### src/rtl/ecdsa_pkg.sv
// Shared types and constants for the ECDSA verify-job front end.
package ecdsa_pkg;

  typedef enum logic [1:0] {
    IDLE    = 2'd0,
    COLLECT = 2'd1,
    PRESENT = 2'd2
  } state_e;

  localparam logic [7:0] ECDSA_JOB_MAGIC = 8'hEC;
  localparam logic [7:0] OP_VERIFY       = 8'h01;

  localparam int unsigned ERR_CNT_W = 16;

  // Increment that sticks at all-ones.
  function automatic logic [ERR_CNT_W-1:0] sat_inc(input logic [ERR_CNT_W-1:0] v);
    return (v == '1) ? v : v + ERR_CNT_W'(1);
  endfunction

endpackage

### src/rtl/ecdsa_job_unpacker.sv
// Assembles header + payload beats from the CDC FIFO into one wide ECDSA verify job,
// rejecting headers with a bad magic byte and holding the FIFO off while a job is pending.
module ecdsa_job_unpacker
  import ecdsa_pkg::*;
#(
  parameter int unsigned WIDTH      = 128,
  parameter int unsigned FIELD_W    = 256,
  parameter int unsigned NUM_FIELDS = 5,
  parameter logic [7:0]  MAGIC      = ECDSA_JOB_MAGIC
) (
  input  logic                          clk,
  input  logic                          rst_n,
  input  logic [WIDTH-1:0]              in_tdata,
  input  logic                          in_tvalid,
  output logic                          in_tready,
  output logic [NUM_FIELDS*FIELD_W-1:0] job_tdata,
  output logic [7:0]                    job_opcode,
  output logic                          job_tvalid,
  input  logic                          job_tready,
  output logic [ERR_CNT_W-1:0]          err_cnt
);

  localparam int unsigned BPF           = FIELD_W / WIDTH;
  localparam int unsigned PAYLOAD_BEATS = NUM_FIELDS * BPF;
  localparam int unsigned CNT_W         = (PAYLOAD_BEATS > 1) ? $clog2(PAYLOAD_BEATS) : 1;
  localparam logic [CNT_W-1:0] LAST_BEAT = CNT_W'(PAYLOAD_BEATS - 1);

  state_e                 state_q;
  logic [CNT_W-1:0]       beat_cnt_q;
  logic [WIDTH-1:0]       slot_q [PAYLOAD_BEATS];
  logic [7:0]             opcode_q;
  logic                   job_tvalid_q;
  logic                   in_tready_q;
  logic [ERR_CNT_W-1:0]   err_cnt_q;
  logic                   beat_acc;

  assign beat_acc = in_tvalid & in_tready_q;

  // Header check, payload capture into beat-indexed slots, and job hand-off.
  always_ff @(posedge clk) begin
    if (!rst_n) begin
      state_q      <= IDLE;
      beat_cnt_q   <= '0;
      opcode_q     <= '0;
      job_tvalid_q <= 1'b0;
      in_tready_q  <= 1'b0;
      err_cnt_q    <= '0;
      for (int i = 0; i < int'(PAYLOAD_BEATS); i++) begin
        slot_q[i] <= '0;
      end
    end else begin
      unique case (state_q)
        IDLE: begin
          in_tready_q <= 1'b1;
          if (beat_acc) begin
            if (in_tdata[WIDTH-1 -: 8] == MAGIC) begin
              opcode_q   <= in_tdata[7:0];
              beat_cnt_q <= '0;
              state_q    <= COLLECT;
            end else begin
              err_cnt_q <= sat_inc(err_cnt_q);
            end
          end
        end
        COLLECT: begin
          in_tready_q <= 1'b1;
          if (beat_acc) begin
            slot_q[beat_cnt_q] <= in_tdata;
            if (beat_cnt_q == LAST_BEAT) begin
              state_q      <= PRESENT;
              job_tvalid_q <= 1'b1;
              in_tready_q  <= 1'b0;
            end else begin
              beat_cnt_q <= beat_cnt_q + CNT_W'(1);
            end
          end
        end
        PRESENT: begin
          in_tready_q <= 1'b0;
          if (job_tready) begin
            job_tvalid_q <= 1'b0;
            in_tready_q  <= 1'b1;
            state_q      <= IDLE;
          end
        end
        default: begin
          state_q      <= IDLE;
          job_tvalid_q <= 1'b0;
          in_tready_q  <= 1'b0;
        end
      endcase
    end
  end

  // Slot k carries beat k, so each field is low beat first.
  for (genvar k = 0; k < int'(PAYLOAD_BEATS); k++) begin : g_pack
    assign job_tdata[k*WIDTH +: WIDTH] = slot_q[k];
  end

  assign in_tready  = in_tready_q;
  assign job_opcode = opcode_q;
  assign job_tvalid = job_tvalid_q;
  assign err_cnt    = err_cnt_q;

endmodule
### config.mk
export PLATFORM = sky130hd
export DESIGN_NAME = ecdsa_job_unpacker
export DESIGN_NICKNAME = d
export VERILOG_FILES = /design/src/rtl/ecdsa_pkg.sv /design/src/rtl/ecdsa_job_unpacker.sv
export SDC_FILE = /design/constraint.sdc
export NUM_CORES = 1
export LEC_CHECK = 0
export ABC_AREA = 1
export BUFFER_PORTS_ARGS = -buffer_cell sky130_fd_sc_hd__buf_2
export CAP_MARGIN = 40
export CELL_PAD_IN_SITES_DETAIL_PLACEMENT = 0
export CELL_PAD_IN_SITES_GLOBAL_PLACEMENT = 1
export CORE_AREA = 2 2 567 569
export CTS_CLUSTER_SIZE = 30
export DETAILED_ROUTE_END_ITERATION = 8
export DIE_AREA = 0 0 569 571
export GPL_ROUTABILITY_DRIVEN = 0
export HOLD_SLACK_MARGIN = 0.06
export PLACE_DENSITY = 0.45
export SLEW_MARGIN = 20
export SYNTH_ARGS = -nofsm -noshare
export SYNTH_HDL_FRONTEND = slang
export SYNTH_SLANG_ARGS = --single-unit
### constraint.sdc
create_clock -name clk -period 14.8 [get_ports clk]
set_clock_uncertainty 0.15 [all_clocks]
set_input_delay 0 -clock clk [delete_from_list [all_inputs] [get_ports clk]]
set_output_delay 0 -clock clk [all_outputs]
set_load 0.005 [all_outputs]
Yosys cells after proc, flatten, opt, wreduce, memory -nomap -nowiden. Memory sizes are Yosys's and may differ from the RTL's. Cells that the tools add are included.

Add/sub/neg operators: 2. Multiply operators: 0. Divide/modulo/power cells: 0. Order comparisons: 0. Equality and inequality tests: 11. Shift-type cells: 0. Multiplexer cells: 27. Bitwise operators: 4. Reduce and logical (&&, ||, !) cells: 8.

Operator list (number): two-way mux 128 bit (1); OR reduction 128 bit (1); two-way mux 4 bit (5); adder 16 x 1 -> 16 bit, second input constant (1); equality test 16 bit, second input constant (1); two-way mux 1 bit (12); inequality test 2 bit, second input constant (6); two-way mux 2 bit (5); AND reduction 5 bit (2); equality test 8 bit, second input constant (1); one-hot mux 4 bit (2 select lines) (1); AND reduction 4 bit (2); one-hot mux 1 bit (3 select lines) (2); one-hot mux 2 bit (3 select lines) (1); adder 4 x 1 -> 4 bit, second input constant (1); equality test 4 bit, second input constant (1); inverter 1 bit (3); AND reduction 3 bit (1); equality test 2 x 1 -> 1 bit, second input constant (1); equality test 2 bit, second input constant (1); zero test 2 bit (1); nonzero test 2 bit (1); AND 1 bit (1).

Bits in registers: 32. Latch bits: 0. Bits in writable memories: 1280. Memory bits (read-only): 0. Word-level logic and storage cells: 59. Memories: 1.

Memories: slot_q (depth 10, width 128, rd ports 10, clocked after memory_dff 0, wr ports 10, line ecdsa_job_unpacker.sv:30) `logic [WIDTH-1:0] slot_q [PAYLOAD_BEATS];`.

Depth between registers and ports, before layout. Gate-level depths: netlist of run 1.

Depth in word-level cells: 7. Gate-level depth with buffers: 11. Gate-level depth less buffers: 9.

Least setup slack after synthesis of run 1. OpenSTA, ideal clock, no wires.

Kind: register to register. Start point: reg beat_cnt_q[2]. End point: mem slot_q[9][0], enable pin. Arrival time: 9.688 ns. Slack: 4.170 ns. Stages on the path, launching flop included: 5. Path buffers: 1. Clock period less this slack: 10.630 ns. Path through: dfxtp_1 > clkbuf_1 > nor2_1 > nand3_1 > o21ai_0.

RTL lines: start, declared (line ecdsa_job_unpacker.sv:29) `logic [CNT_W-1:0] beat_cnt_q;`; start signal, assigned (line ecdsa_job_unpacker.sv:74) `beat_cnt_q <= beat_cnt_q + CNT_W'(1);`; end, declared (line ecdsa_job_unpacker.sv:30).

==> results of run 1 <==
==> final cells by class <==
cell class	count	area (um^2)	area share, %
Clock buffer	194	4210	6.23
Inverter	293	1110	1.64
Tap cell	4200	5260	7.79
Timing Repair Buffer	1783	10900	16.1
Multi-Input combinational cell	1504	6070	9.00
Clock inverter	95	881	1.31
Antenna cell	10	25.0	0.0371
Sequential cell	1312	39100	57.9
==> critical path: stages (launching register included) <==
cell and delay, ns:
sky130_fd_sc_hd__dfxtp_1 0.41, sky130_fd_sc_hd__nand2_2 0.12, sky130_fd_sc_hd__nor2_2 0.13, sky130_fd_sc_hd__inv_2 0.09
sky130_fd_sc_hd__nor2_4 0.18, sky130_fd_sc_hd__inv_8 0.19, sky130_fd_sc_hd__nor3_2 0.44, sky130_fd_sc_hd__nand2_4 0.48
sky130_fd_sc_hd__nand2_4 0.39, sky130_fd_sc_hd__buf_4 0.47, sky130_fd_sc_hd__buf_4 0.62
==> registers in the layout, summed over array words and instances, names as in the netlist <==
signal and cells:
state_q 2, job_tvalid 1, in_tready 1, slot_q 1280
beat_cnt_q 4, job_opcode 8, err_cnt 16
==> layer usage <==
metal  vias up  part of all wire, %  global-route usage [%]
met1     17000                   41                    17.8
li1      14500                    -                       -
met4         0                  2.1                    3.33
met5         -                    0                       0
met3       244                   10                    5.67
met2      1698                   47                    23.7
==> power breakdown <==
part | leakage, uW | switching (uW) | internal, uW | total [uW]
registers | 0.0135 | 44.5 | 4190 | 4230
logic | 0.0103 | 270 | 155 | 425
clock network | 0.00246 | 1700 | 2200 | 3900
==> worst max-delay path by stage <==
| stage | endpoint | startpoint | slack, ns | cells past startpoint |
|---|---|---|---|---|
| after global routing | slot_q[8][81] | state_q[0] | 10.31 | 10 |
| final | slot_q[0][63] | state_q[0] | 10.54 | 10 |
| after global placement | slot_q[0][28] | state_q[0] | 10.41 | 10 |
| after floorplan | slot_q[9][0] | beat_cnt_q[2] | 4.17 | 4 |
| after detailed placement | slot_q[0][32] | state_q[0] | 10.42 | 10 |
| after CTS | slot_q[0][67] | state_q[0] | 10.40 | 10 |
==> cell families (layout without fill, tap and decap cells) <==
| kind of cell | after synthesis | in the layout | synth area share, % |
|---|---|---|---|
| AND/OR/NAND/NOR | 1455 | 1455 | 12.0 |
| buffers and inverters | 442 | 2365 | 3.85 |
| adder cells (fa/ha/maj) | 3 | 3 | 0.0802 |
| flip-flops | 1312 | 1312 | 83.5 |
| other | 0 | 10 | 0 |
| AO/OA/AOI/OAI | 39 | 39 | 0.417 |
| XOR/XNOR | 7 | 7 | 0.131 |
==> synth_stat cells <==
master	number	area, um^2
sky130_fd_sc_hd__nor2_4	1	11.3
sky130_fd_sc_hd__edfxtp_1	1280	38400
sky130_fd_sc_hd__a21oi_1	25	125
sky130_fd_sc_hd__inv_2	122	458
sky130_fd_sc_hd__xor2_1	4	35.0
sky130_fd_sc_hd__nand3_1	23	115
sky130_fd_sc_hd__nand2_1	86	323
sky130_fd_sc_hd__nor2_1	1298	4870
sky130_fd_sc_hd__nor3b_1	1	7.51
sky130_fd_sc_hd__nor2_2	34	213
sky130_fd_sc_hd__nor3_2	1	10.0
sky130_fd_sc_hd__buf_4	4	30.0
sky130_fd_sc_hd__clkbuf_1	40	150
sky130_fd_sc_hd__ha_1	3	37.5
sky130_fd_sc_hd__nand4_1	7	43.8
sky130_fd_sc_hd__o21ai_0	14	70.1
sky130_fd_sc_hd__nand2_2	2	12.5
sky130_fd_sc_hd__inv_1	171	642
sky130_fd_sc_hd__nor3_1	2	10.0
sky130_fd_sc_hd__buf_2	102	510
sky130_fd_sc_hd__dfxtp_1	32	641
sky130_fd_sc_hd__buf_1	3	11.3
sky130_fd_sc_hd__xnor2_1	3	26.3
==> placed cells by master, fill, tap and decap left out, types with 3 or more instances in the layout <==
master and count:
sky130_fd_sc_hd__buf_2 1437, sky130_fd_sc_hd__ha_1 3, sky130_fd_sc_hd__bufinv_16 9, sky130_fd_sc_hd__buf_4 55
sky130_fd_sc_hd__buf_16 18, sky130_fd_sc_hd__clkinv_1 26, sky130_fd_sc_hd__clkinv_16 5, sky130_fd_sc_hd__nand3_1 19
sky130_fd_sc_hd__xor2_1 4, sky130_fd_sc_hd__a21oi_1 25, sky130_fd_sc_hd__nor2_2 34, sky130_fd_sc_hd__xnor2_1 3
sky130_fd_sc_hd__dfxtp_1 32, sky130_fd_sc_hd__inv_6 8, sky130_fd_sc_hd__nand4_1 7, sky130_fd_sc_hd__clkbuf_16 163
sky130_fd_sc_hd__nand3_4 4, sky130_fd_sc_hd__dlygate4sd3_1 271, sky130_fd_sc_hd__o21ai_0 13, sky130_fd_sc_hd__inv_2 121
sky130_fd_sc_hd__clkinvlp_4 11, sky130_fd_sc_hd__edfxtp_1 1280, sky130_fd_sc_hd__clkbuf_1 30, sky130_fd_sc_hd__nand2_1 73
sky130_fd_sc_hd__nand2_4 13, sky130_fd_sc_hd__clkinv_2 32, sky130_fd_sc_hd__inv_1 171, sky130_fd_sc_hd__diode_2 10
sky130_fd_sc_hd__nor2_1 1298
==> through the flow <==
stage / hold slack, ns / worst slack, ns
floorplan: 0.0420 / 4.17
global placement: 0.164 / 10.41
detailed placement: 0.164 / 10.42
CTS: 0.0778 / 10.40
global route: 0.115 / 10.31
finish: 0.124 / 10.54
==> metrics.sh, run 1 <==
FINALSETUPTNS_NS=0
CP.ARRIVAL_NS=4.53
AREA_GROWTH_PCT=44.2
ROUTE.DETAILED.VIAS_PER_INST=3.57
R2R-START='state_q[0]'
WORSTHOLDSTART='in_tdata[74]'
TOTAL_VIAS_IN_THE_FINAL_ROUTE=33500
HOLD_BUFFERS=271
CTS.REPORTEDPATHS.CLKPINSLEW_NS=0.06
SETUP-VIOLATIONS-FINAL=0
SYN-INSTANCE-COUNT=3258
CTS_TREE='built'
CLOCK_INSERTION_DELAY_WORST_SKEW_NS=0.80
WORST-SETUP-PATH-TYPE='reg2reg'
SYNTH.CELL_AREA_UM2=46800
POST_CTS_BUFFERS=0
WORST_HOLD_PATH.NUM_CELLS=4
COUNT_OF_ROUTING_VIOLATIONS_AFTER_THE_OPENING_DETAILED_ROUTE_ITERATION=2841
FIN_CELLS=9391
FINAL-HOLD-VIOLATION-COUNT=0
POST_CTS.RESIZED_INSTANCES=0
POWER_PER_CELL_AREA_nW_PER_UM2=127
WORST_PIN_SLEW_NS=0.954
SYNTH_CELL_TYPES=23
SYN_NETS=3393
DP_HPWL_UM=183000
DRT_PRE_ANTENNA_ITERS=5
NUMPORTBUFFERS=1437
CTSLONGESTPATHBUFFERS=4
WORST_SETUP_PATH_START_KIND='flip-flop'
TRITONCTS.NUM_BUFFERS=161
WORST-R2R-SETUP-SLACK_NS=10.54
POSTROUTEWIRELENGTH_UM=245000
CLOCK.FMAX_MHz=235
CRITICAL_PATH_PEAK_FANOUT=45
VIA_COUNT_OF_THE_FIRST_GLOBAL_ROUTING_PASS=33700
DIE_W_UM=569
FIN_NETS=5190
SYNTH_SEQ_CELLS=1312
HTREEDEPTH=4
GRT_OVERFLOW=0
VDD.IR_DROP.WORST_mV=0.0794
CRITICAL_PATH_REQUIRED_NS=15.07
GRT_ANTENNA_BEFORE_REPAIR=26
FLOORPLAN.CORE_AREA_UM2=319000
CTSROOTBUFFERMASTER='sky130_fd_sc_hd__clkbuf_16'
FLOORPLAN.DIE.HEIGHT_UM=571
TIMING.RR.END='slot_q[0][63]'
LAYOUT.FILLER_CELLS=34500
PLACEDCELLCOUNT=8817
HOLD-PATH-ENDPOINT='slot_q[7][74]'
SEQ_AREA_FRAC_SYNTH_PCT=83.5
CAP_VIOL_MAX_COUNT=0
REG2REGPATHDEPTH=10
MAXSLEWVIOLCOUNT=0
POWER.STATIC_LEAKAGE_uW=0.0262
FIN_TOTAL_PWR_uW=8560
ROWS=208
STATUS='finished, final reports clean'
START_UTIL_PCT=14.7
FINALCRITICALPERIOD_NS=4.26
DRT-WIRELENGTH-PER-CELL_UM=26.1
FINISH.INSTANCE_AREA_UM2=67500
GRT_PASS1_WL_UM=318000
DRT_DRC_VIOLATIONS_LEFT=0
SINKS_ON_THE_CLOCK_NET=1312
TIMING.MAX_SLEW.REL_SLACK_PCT=36.4
HOLDCRITPATHCLASS='in2reg'
PLACE_AREA_UM2=59500
MIN_PERIOD_OVER_PERIOD_PCT=28.8
ANT_NETS=0
WORST_SETUP_PATH_END_KIND='flip-flop'
SYNTH.YOSYS.WARNINGS=0
RSZ0062_AT_GRT='no'
POSTSYNTHAREAPERCELL_UM2=14.4
NUMBER_OF_TOP_LEVEL_DESIGN_PORTS=1438
DESIGN.DIE.AREA_UM2=325000
DRIVE_ABOVE_1_SHARE_PCT=37.1
GR-USAGE-ALL-LAYERS_PCT=14.5
LAYOUT.CORE_UTILIZATION_PCT=21.1
GRT_START_MAX_NET_PINS=77
Power figures use the tool's default switching activity.
==> run 2: changes to the inputs <==
--- a/config.mk
+++ b/config.mk
@@ -16,7 +16,7 @@
 export DIE_AREA = 0 0 569 571
 export GPL_ROUTABILITY_DRIVEN = 0
 export HOLD_SLACK_MARGIN = 0.06
-export PLACE_DENSITY = 0.45
+export PLACE_DENSITY = 0.46
 export SLEW_MARGIN = 20
 export SYNTH_ARGS = -nofsm -noshare
 export SYNTH_HDL_FRONTEND = slang
==> constraint.sdc (replaced) <==
create_clock -name clk -period 3.6 [get_ports clk]
set_clock_uncertainty 0.15 [all_clocks]
set_input_delay 0 -clock clk [delete_from_list [all_inputs] [get_ports clk]]
set_output_delay 0 -clock clk [all_outputs]
set_load 0.005 [all_outputs]
==> metrics.sh, run 2 (synthesized netlist as in run 1, its figures left out) <==
DRT_DRC_VIOLATIONS_LEFT=0
POSTROUTEWIRELENGTH_UM=245000
DRT-WIRELENGTH-PER-CELL_UM=26.0
DRT_PRE_ANTENNA_ITERS=7
HOLD-PATH-ENDPOINT='job_tvalid'
SETUP-VIOLATIONS-FINAL=0
STATUS='finished, final reports clean'
GR-USAGE-ALL-LAYERS_PCT=14.5
FLOORPLAN.CORE_AREA_UM2=319000
DP_HPWL_UM=180000
GRT_PASS1_WL_UM=317000
MIN_PERIOD_OVER_PERIOD_PCT=88.8
CTS_TREE='built'
CP.ARRIVAL_NS=3.72
TOTAL_VIAS_IN_THE_FINAL_ROUTE=33600
GRT_OVERFLOW=0
POWER_PER_CELL_AREA_nW_PER_UM2=521
FLOORPLAN.DIE.HEIGHT_UM=571
WORST-R2R-SETUP-SLACK_NS=0.63
WORSTHOLDSTART='job_tready'
START_UTIL_PCT=14.7
ROUTE.DETAILED.VIAS_PER_INST=3.56
FIN_CELLS=9426
FINALCRITICALPERIOD_NS=3.20
R2R-START='state_q[0]'
DESIGN.DIE.AREA_UM2=325000
FIN_NETS=5227
WORST-SETUP-PATH-TYPE='in2reg'
POST_CTS_BUFFERS=0
WORST_PIN_SLEW_NS=1.00
NUMBER_OF_TOP_LEVEL_DESIGN_PORTS=1438
LAYOUT.FILLER_CELLS=34400
MOST_COMMON_CELL_AFTER_LAYOUT_FILL_AND_TAPS_ASIDE='sky130_fd_sc_hd__buf_2'
HTREEDEPTH=4
VIA_COUNT_OF_THE_FIRST_GLOBAL_ROUTING_PASS=33800
WORST_SETUP_PATH_END_KIND='flip-flop'
FINAL-HOLD-VIOLATION-COUNT=0
PLACE_AREA_UM2=60100
MAXSLEWVIOLCOUNT=0
CTS.REPORTEDPATHS.CLKPINSLEW_NS=0.06
TIMING.RR.END='slot_q[0][18]'
CRITICAL_PATH_REQUIRED_NS=4.13
CLOCK.FMAX_MHz=313
HOLDCRITPATHCLASS='in2reg'
SINKS_ON_THE_CLOCK_NET=1312
POWER.STATIC_LEAKAGE_uW=0.0265
CAP_VIOL_MAX_COUNT=0
COUNT_OF_ROUTING_VIOLATIONS_AFTER_THE_OPENING_DETAILED_ROUTE_ITERATION=2712
TRITONCTS.NUM_BUFFERS=160
ROWS=208
WORST_HOLD_PATH.NUM_CELLS=5
LARGEST_REGISTER_FF_COUNT=1280
WORST_SETUP_PATH_START_KIND='input port'
DIE_W_UM=569
MAX_FLOP_REGISTER='slot_q'
TIMING.MAX_SLEW.REL_SLACK_PCT=33.2
CTSLONGESTPATHBUFFERS=4
CLOCK_INSERTION_DELAY_WORST_SKEW_NS=0.79
REG2REGPATHDEPTH=10
ANT_NETS=0
CTSROOTBUFFERMASTER='sky130_fd_sc_hd__clkbuf_16'
FINISH.INSTANCE_AREA_UM2=68000
COMMONEST_CELLS_AFTER_ROUTING_FILL_AND_TAPS_ASIDE='sky130_fd_sc_hd__buf_2, sky130_fd_sc_hd__nor2_1, sky130_fd_sc_hd__edfxtp_1'
VDD.IR_DROP.WORST_mV=0.304
NUMPORTBUFFERS=1437
RSZ0062_AT_GRT='no'
DRIVE_ABOVE_1_SHARE_PCT=37.6
CRITICAL_PATH_PEAK_FANOUT=16
AREA_GROWTH_PCT=45.3
GRT_ANTENNA_BEFORE_REPAIR=26
FINALSETUPTNS_NS=0
POST_CTS.RESIZED_INSTANCES=0
GRT_START_MAX_NET_PINS=129
PLACEDCELLCOUNT=8857
[run 2: cell types whose count changed in the layout (fill, tap and decap cells not counted), moves of 2 or more]
| cell | before | now |
|---|---|---|
| sky130_fd_sc_hd__buf_12 | 2 | 35 |
| sky130_fd_sc_hd__buf_16 | 18 | 2 |
| sky130_fd_sc_hd__buf_4 | 55 | 75 |
| sky130_fd_sc_hd__bufinv_16 | 9 | 13 |
| sky130_fd_sc_hd__clkbuf_1 | 30 | 26 |
| sky130_fd_sc_hd__clkbuf_16 | 163 | 161 |
| sky130_fd_sc_hd__clkbuf_8 | 1 | 7 |
| sky130_fd_sc_hd__clkinv_1 | 26 | 28 |
| sky130_fd_sc_hd__clkinv_16 | 5 | 3 |
| sky130_fd_sc_hd__clkinv_2 | 32 | 23 |
| sky130_fd_sc_hd__inv_6 | 8 | 10 |
| sky130_fd_sc_hd__nand2_4 | 13 | 4 |
| sky130_fd_sc_hd__nand2_8 | 0 | 9 |
[run 2: what timing repair did]
action	in CTS	in global routing
setup endpoints to repair	0	0
endpoints found under the hold margin	1350	0
hold buffers	271	0
[run 2: metrics by stage]
step / hold WS (ns) / utilization (%) / worst slack (ns) / power (uW)
after detailed placement: 0.167 / 18.8 / 0.545 / 19300
after global routing: 0.0936 / 21.3 / 0.182 / 36600
after global placement: 0.167 / 18.8 / 0.512 / 19300
after floorplan: 0.0420 / - / -1.12 / 18000
after CTS: 0.0654 / 21.3 / 0.101 / 36000
final: 0.100 / 21.3 / 0.403 / 35400
[run 2: worst max-delay path: stages]
cell                            delay (ns)
sky130_fd_sc_hd__dlygate4sd3_1        0.51
sky130_fd_sc_hd__buf_2                0.15
sky130_fd_sc_hd__dlygate4sd3_1        0.60
sky130_fd_sc_hd__inv_1                0.08
sky130_fd_sc_hd__nor2_1               0.09
sky130_fd_sc_hd__nand2_1              0.07
sky130_fd_sc_hd__nor2_1               0.29
sky130_fd_sc_hd__nand2_1              0.44
sky130_fd_sc_hd__o21ai_0              0.29
sky130_fd_sc_hd__dlygate4sd3_1        0.58
sky130_fd_sc_hd__a21oi_1              0.04
sky130_fd_sc_hd__dlygate4sd3_1        0.57
[run 2: how the worst max path moves through the flow]
stage                          endpoint  slack, ns     startpoint
final                     job_opcode[7]       0.40  in_tdata[123]
after global routing      job_opcode[2]       0.18  in_tdata[123]
after CTS                 slot_q[5][49]       0.10     state_q[1]
after detailed placement  slot_q[0][18]       0.54     state_q[1]
after global placement     slot_q[3][1]       0.51     state_q[1]
after floorplan            slot_q[9][0]      -1.12  beat_cnt_q[2]
[run 2: routing by layer]
layer | routed length [um] | global-route usage [%]
met5 | 0 | 0
met1 | 97700 | 17.7
met4 | 6210 | 3.73
met3 | 24800 | 5.04
met2 | 117000 | 24.1
[run 2: power by group]
| group | total (uW) | switching (uW) | internal (uW) | leakage (uW) |
|---|---|---|---|---|
| Combinational | 1780 | 1110 | 672 | 0.0105 |
| Clock | 16300 | 6930 | 9350 | 0.00249 |
| Sequential | 17400 | 179 | 17200 | 0.0135 |
[run 2: area by class of cell]
type | instances | area [um^2] | share of cell area, %
tap | 4200 | 5260 | 7.73
sequential | 1312 | 39100 | 57.5
clock buffer | 194 | 4220 | 6.21
multi-input combinational | 1504 | 6150 | 9.04
clock inverter | 92 | 928 | 1.37
antenna | 10 | 25.0 | 0.0368
inverter | 293 | 1110 | 1.63
timing repair buffer | 1821 | 11200 | 16.5
==> run 3: changes to the inputs <==
--- a/config.mk
+++ b/config.mk
@@ -16,7 +16,7 @@
 export DIE_AREA = 0 0 569 571
 export GPL_ROUTABILITY_DRIVEN = 0
 export HOLD_SLACK_MARGIN = 0.06
-export PLACE_DENSITY = 0.46
+export PLACE_DENSITY = 0.45
 export SLEW_MARGIN = 20
 export SYNTH_ARGS = -nofsm -noshare
 export SYNTH_HDL_FRONTEND = slang
==> constraint.sdc (replaced) <==
create_clock -name clk -period 3.78 [get_ports clk]
set_clock_uncertainty 0.15 [all_clocks]
set_input_delay 0 -clock clk [delete_from_list [all_inputs] [get_ports clk]]
set_output_delay 0 -clock clk [all_outputs]
set_load 0.005 [all_outputs]
==> metrics.sh, run 3 (synthesized netlist as in run 1, its figures left out) <==
POST_CTS_BUFFERS=0
MAX_STAGE_DELAY_NS=0.54
SEQUENCE_OF_CELLS_ON_THE_CRITICAL_PATH='nand2_2 > nor2_2 > inv_2 > nor2_4 > nand2_2 > nor2_2 > nand3_4 > nand2_8 > buf_4'
GR-USAGE-ALL-LAYERS_PCT=14.8
FIN_NETS=5213
FIN_CELLS=9411
VDD.IR_DROP.WORST_mV=0.336
MIN_PERIOD_OVER_PERIOD_PCT=82.0
PLACEDCELLCOUNT=8847
SEQ_POWER_SHARE_PCT=49.0
HOLDWS_NS=0.133
NUMBER_OF_TOP_LEVEL_DESIGN_PORTS=1438
COUNT_OF_ROUTING_VIOLATIONS_AFTER_THE_OPENING_DETAILED_ROUTE_ITERATION=2620
HTREEDEPTH=4
CTSROOTBUFFERMASTER='sky130_fd_sc_hd__clkbuf_16'
TIMING.RR.END='slot_q[2][13]'
STATUS='finished, final reports clean'
INTERNAL_POWER_uW=25900
SWITCHING_SHARE_PCT=23.2
DRT_PRE_ANTENNA_ITERS=5
PLACE_AREA_UM2=60000
WORST_SETUP_PATH_START_KIND='flip-flop'
WORST_PIN_SLEW_NS=1.01
DRT_DRC_VIOLATIONS_LEFT=0
ROWS=208
FINALCRITICALPERIOD_NS=3.10
LAYOUT.FILLER_CELLS=34600
NUMPORTBUFFERS=1437
COMMONEST_CELLS_AFTER_ROUTING_FILL_AND_TAPS_ASIDE='sky130_fd_sc_hd__buf_2, sky130_fd_sc_hd__nor2_1, sky130_fd_sc_hd__edfxtp_1'
TIMING.MAX_SLEW.REL_SLACK_PCT=32.8
HOLDCRITPATHCLASS='in2reg'
COMB_POWER_SHARE_PCT=5.1
DRIVE_ABOVE_1_SHARE_PCT=37.2
R2R-START='state_q[0]'
FINISH.INSTANCE_AREA_UM2=67800
GRT_ANTENNA_BEFORE_REPAIR=24
CRITICAL_PATH.ENDPOINT='slot_q[2][13]'
DP_HPWL_UM=185000
WORST_SETUP_PATH_END_KIND='flip-flop'
MAX_FLOP_REGISTER='slot_q'
ANT_NETS=0
DESIGN.DIE.AREA_UM2=325000
SETUP-VIOLATIONS-FINAL=0
WORST_SETUP_PATH_STARTPOINT='state_q[0]'
DIE_W_UM=569
CLOCK.FMAX_MHz=323
WORST-SETUP-PATH-TYPE='reg2reg'
WORST_HOLD_PATH.NUM_CELLS=4
HOLD_BUFFERS=266
POWER.STATIC_LEAKAGE_uW=0.0264
FLOORPLAN.DIE.HEIGHT_UM=571
CRITICAL_PATH_REQUIRED_NS=4.13
WORST-R2R-SETUP-SLACK_NS=0.68
SINKS_ON_THE_CLOCK_NET=1312
TRITONCTS.NUM_BUFFERS=163
MAXSLEWVIOLCOUNT=0
TOTAL_VIAS_IN_THE_FINAL_ROUTE=33500
PWR-SHARE-CLK_PCT=45.8
AREA_GROWTH_PCT=44.9
CP.ARRIVAL_NS=3.45
POST_CTS.RESIZED_INSTANCES=0
FIN_TOTAL_PWR_uW=33800
POSTROUTEWIRELENGTH_UM=250000
CP_SLOWEST_CELL='sky130_fd_sc_hd__nand2_8'
RSZ0062_AT_GRT='no'
DRT-WIRELENGTH-PER-CELL_UM=26.6
FLOORPLAN.CORE_AREA_UM2=319000
ROUTE.DETAILED.VIAS_PER_INST=3.56
VIA_COUNT_OF_THE_FIRST_GLOBAL_ROUTING_PASS=34000
NET-SWITCHING-POWER_uW=7840
GRT_START_MAX_NET_PINS=129
CAP_VIOL_MAX_COUNT=0
REG2REGPATHDEPTH=9
CLOCK_INSERTION_DELAY_WORST_SKEW_NS=0.80
LAYOUT.CORE_UTILIZATION_PCT=21.2
CTSLONGESTPATHBUFFERS=4
CTS_TREE='built'
MOST_COMMON_CELL_AFTER_LAYOUT_FILL_AND_TAPS_ASIDE='sky130_fd_sc_hd__buf_2'
CRITICAL_PATH_PEAK_FANOUT=32
CTS.REPORTEDPATHS.CLKPINSLEW_NS=0.06
POWER_PER_CELL_AREA_nW_PER_UM2=498
GRT_OVERFLOW=0
START_UTIL_PCT=14.7
LARGEST_REGISTER_FF_COUNT=1280
FINAL-HOLD-VIOLATION-COUNT=0
GRT_PASS1_WL_UM=325000
run 3: cell count changes in the layout (fill, tap and decap cells not counted), moves of 2 or more:
| cell | delta |
|---|---|
| sky130_fd_sc_hd__clkinv_2 | -5 |
| sky130_fd_sc_hd__clkbuf_8 | -5 |
| sky130_fd_sc_hd__clkinv_1 | +2 |
| sky130_fd_sc_hd__clkbuf_16 | +3 |
| sky130_fd_sc_hd__clkbuf_1 | +15 |
| sky130_fd_sc_hd__buf_12 | +2 |
| sky130_fd_sc_hd__clkinvlp_4 | -5 |
| sky130_fd_sc_hd__dlygate4sd3_1 | -5 |
| sky130_fd_sc_hd__buf_4 | -12 |
run 3: power groups by stage:
| stage | combinational, uW | clock [uW] | sequential, uW |
|---|---|---|---|
| after CTS | 1790 | 15900 | 16600 |
| after detailed placement | 1570 | 0 | 16800 |
| after floorplan | 256 | 0 | 16900 |
| after global placement | 1570 | 0 | 16800 |
| after global routing | 1850 | 16400 | 16600 |
| final | 1730 | 15500 | 16500 |
run 3: per-stage QoR:
stage / worst slack (ns) / setup TNS, ns
6_report: 0.682 / 0
5_1_grt: 0.516 / 0
4_1_cts: 0.621 / 0
3_5_place_dp: 0.634 / 0
3_3_place_gp: 0.655 / 0
2_1_floorplan: -0.940 / -120.37
run 3: layout make-up:
class	count	area, um^2	share of cell area, %
Inverter	293	1110	1.63
Clock buffer	207	4290	6.32
Multi-Input combinational cell	1504	6150	9.07
Sequential cell	1312	39100	57.6
Clock inverter	81	816	1.20
Antenna cell	10	25.0	0.0369
Tap cell	4200	5260	7.75
Timing Repair Buffer	1804	11100	16.4
run 3: worst min-delay path by stage:
| stage | end | startpoint |
|---|---|---|
| 5_1_grt | slot_q[7][53] | in_tdata[53] |
| 6_report | slot_q[7][53] | in_tdata[53] |
| 3_3_place_gp | job_opcode[2] | in_tdata[2] |
| 4_1_cts | slot_q[7][57] | in_tdata[57] |
| 2_1_floorplan | job_opcode[2] | in_tdata[2] |
| 3_5_place_dp | job_opcode[2] | in_tdata[2] |
run 3: routing by layer:
layer / global-route usage, % / vias up / wire [um]
li1: - / 14600 / -
met1: 18.1 / 17100 / 101000
met2: 24.9 / 1577 / 119000
met3: 4.97 / 243 / 23400
met4: 3.62 / 0 / 5990
met5: 0 / - / 0
run 3: critical path: cells and delay by family (launching register included):
| family | cells | cell delay [ns] |
|---|---|---|
| DFF | 1 | 0.41 |
| buffers and inverters | 2 | 0.43 |
| and+or+nand+nor | 7 | 1.67 |
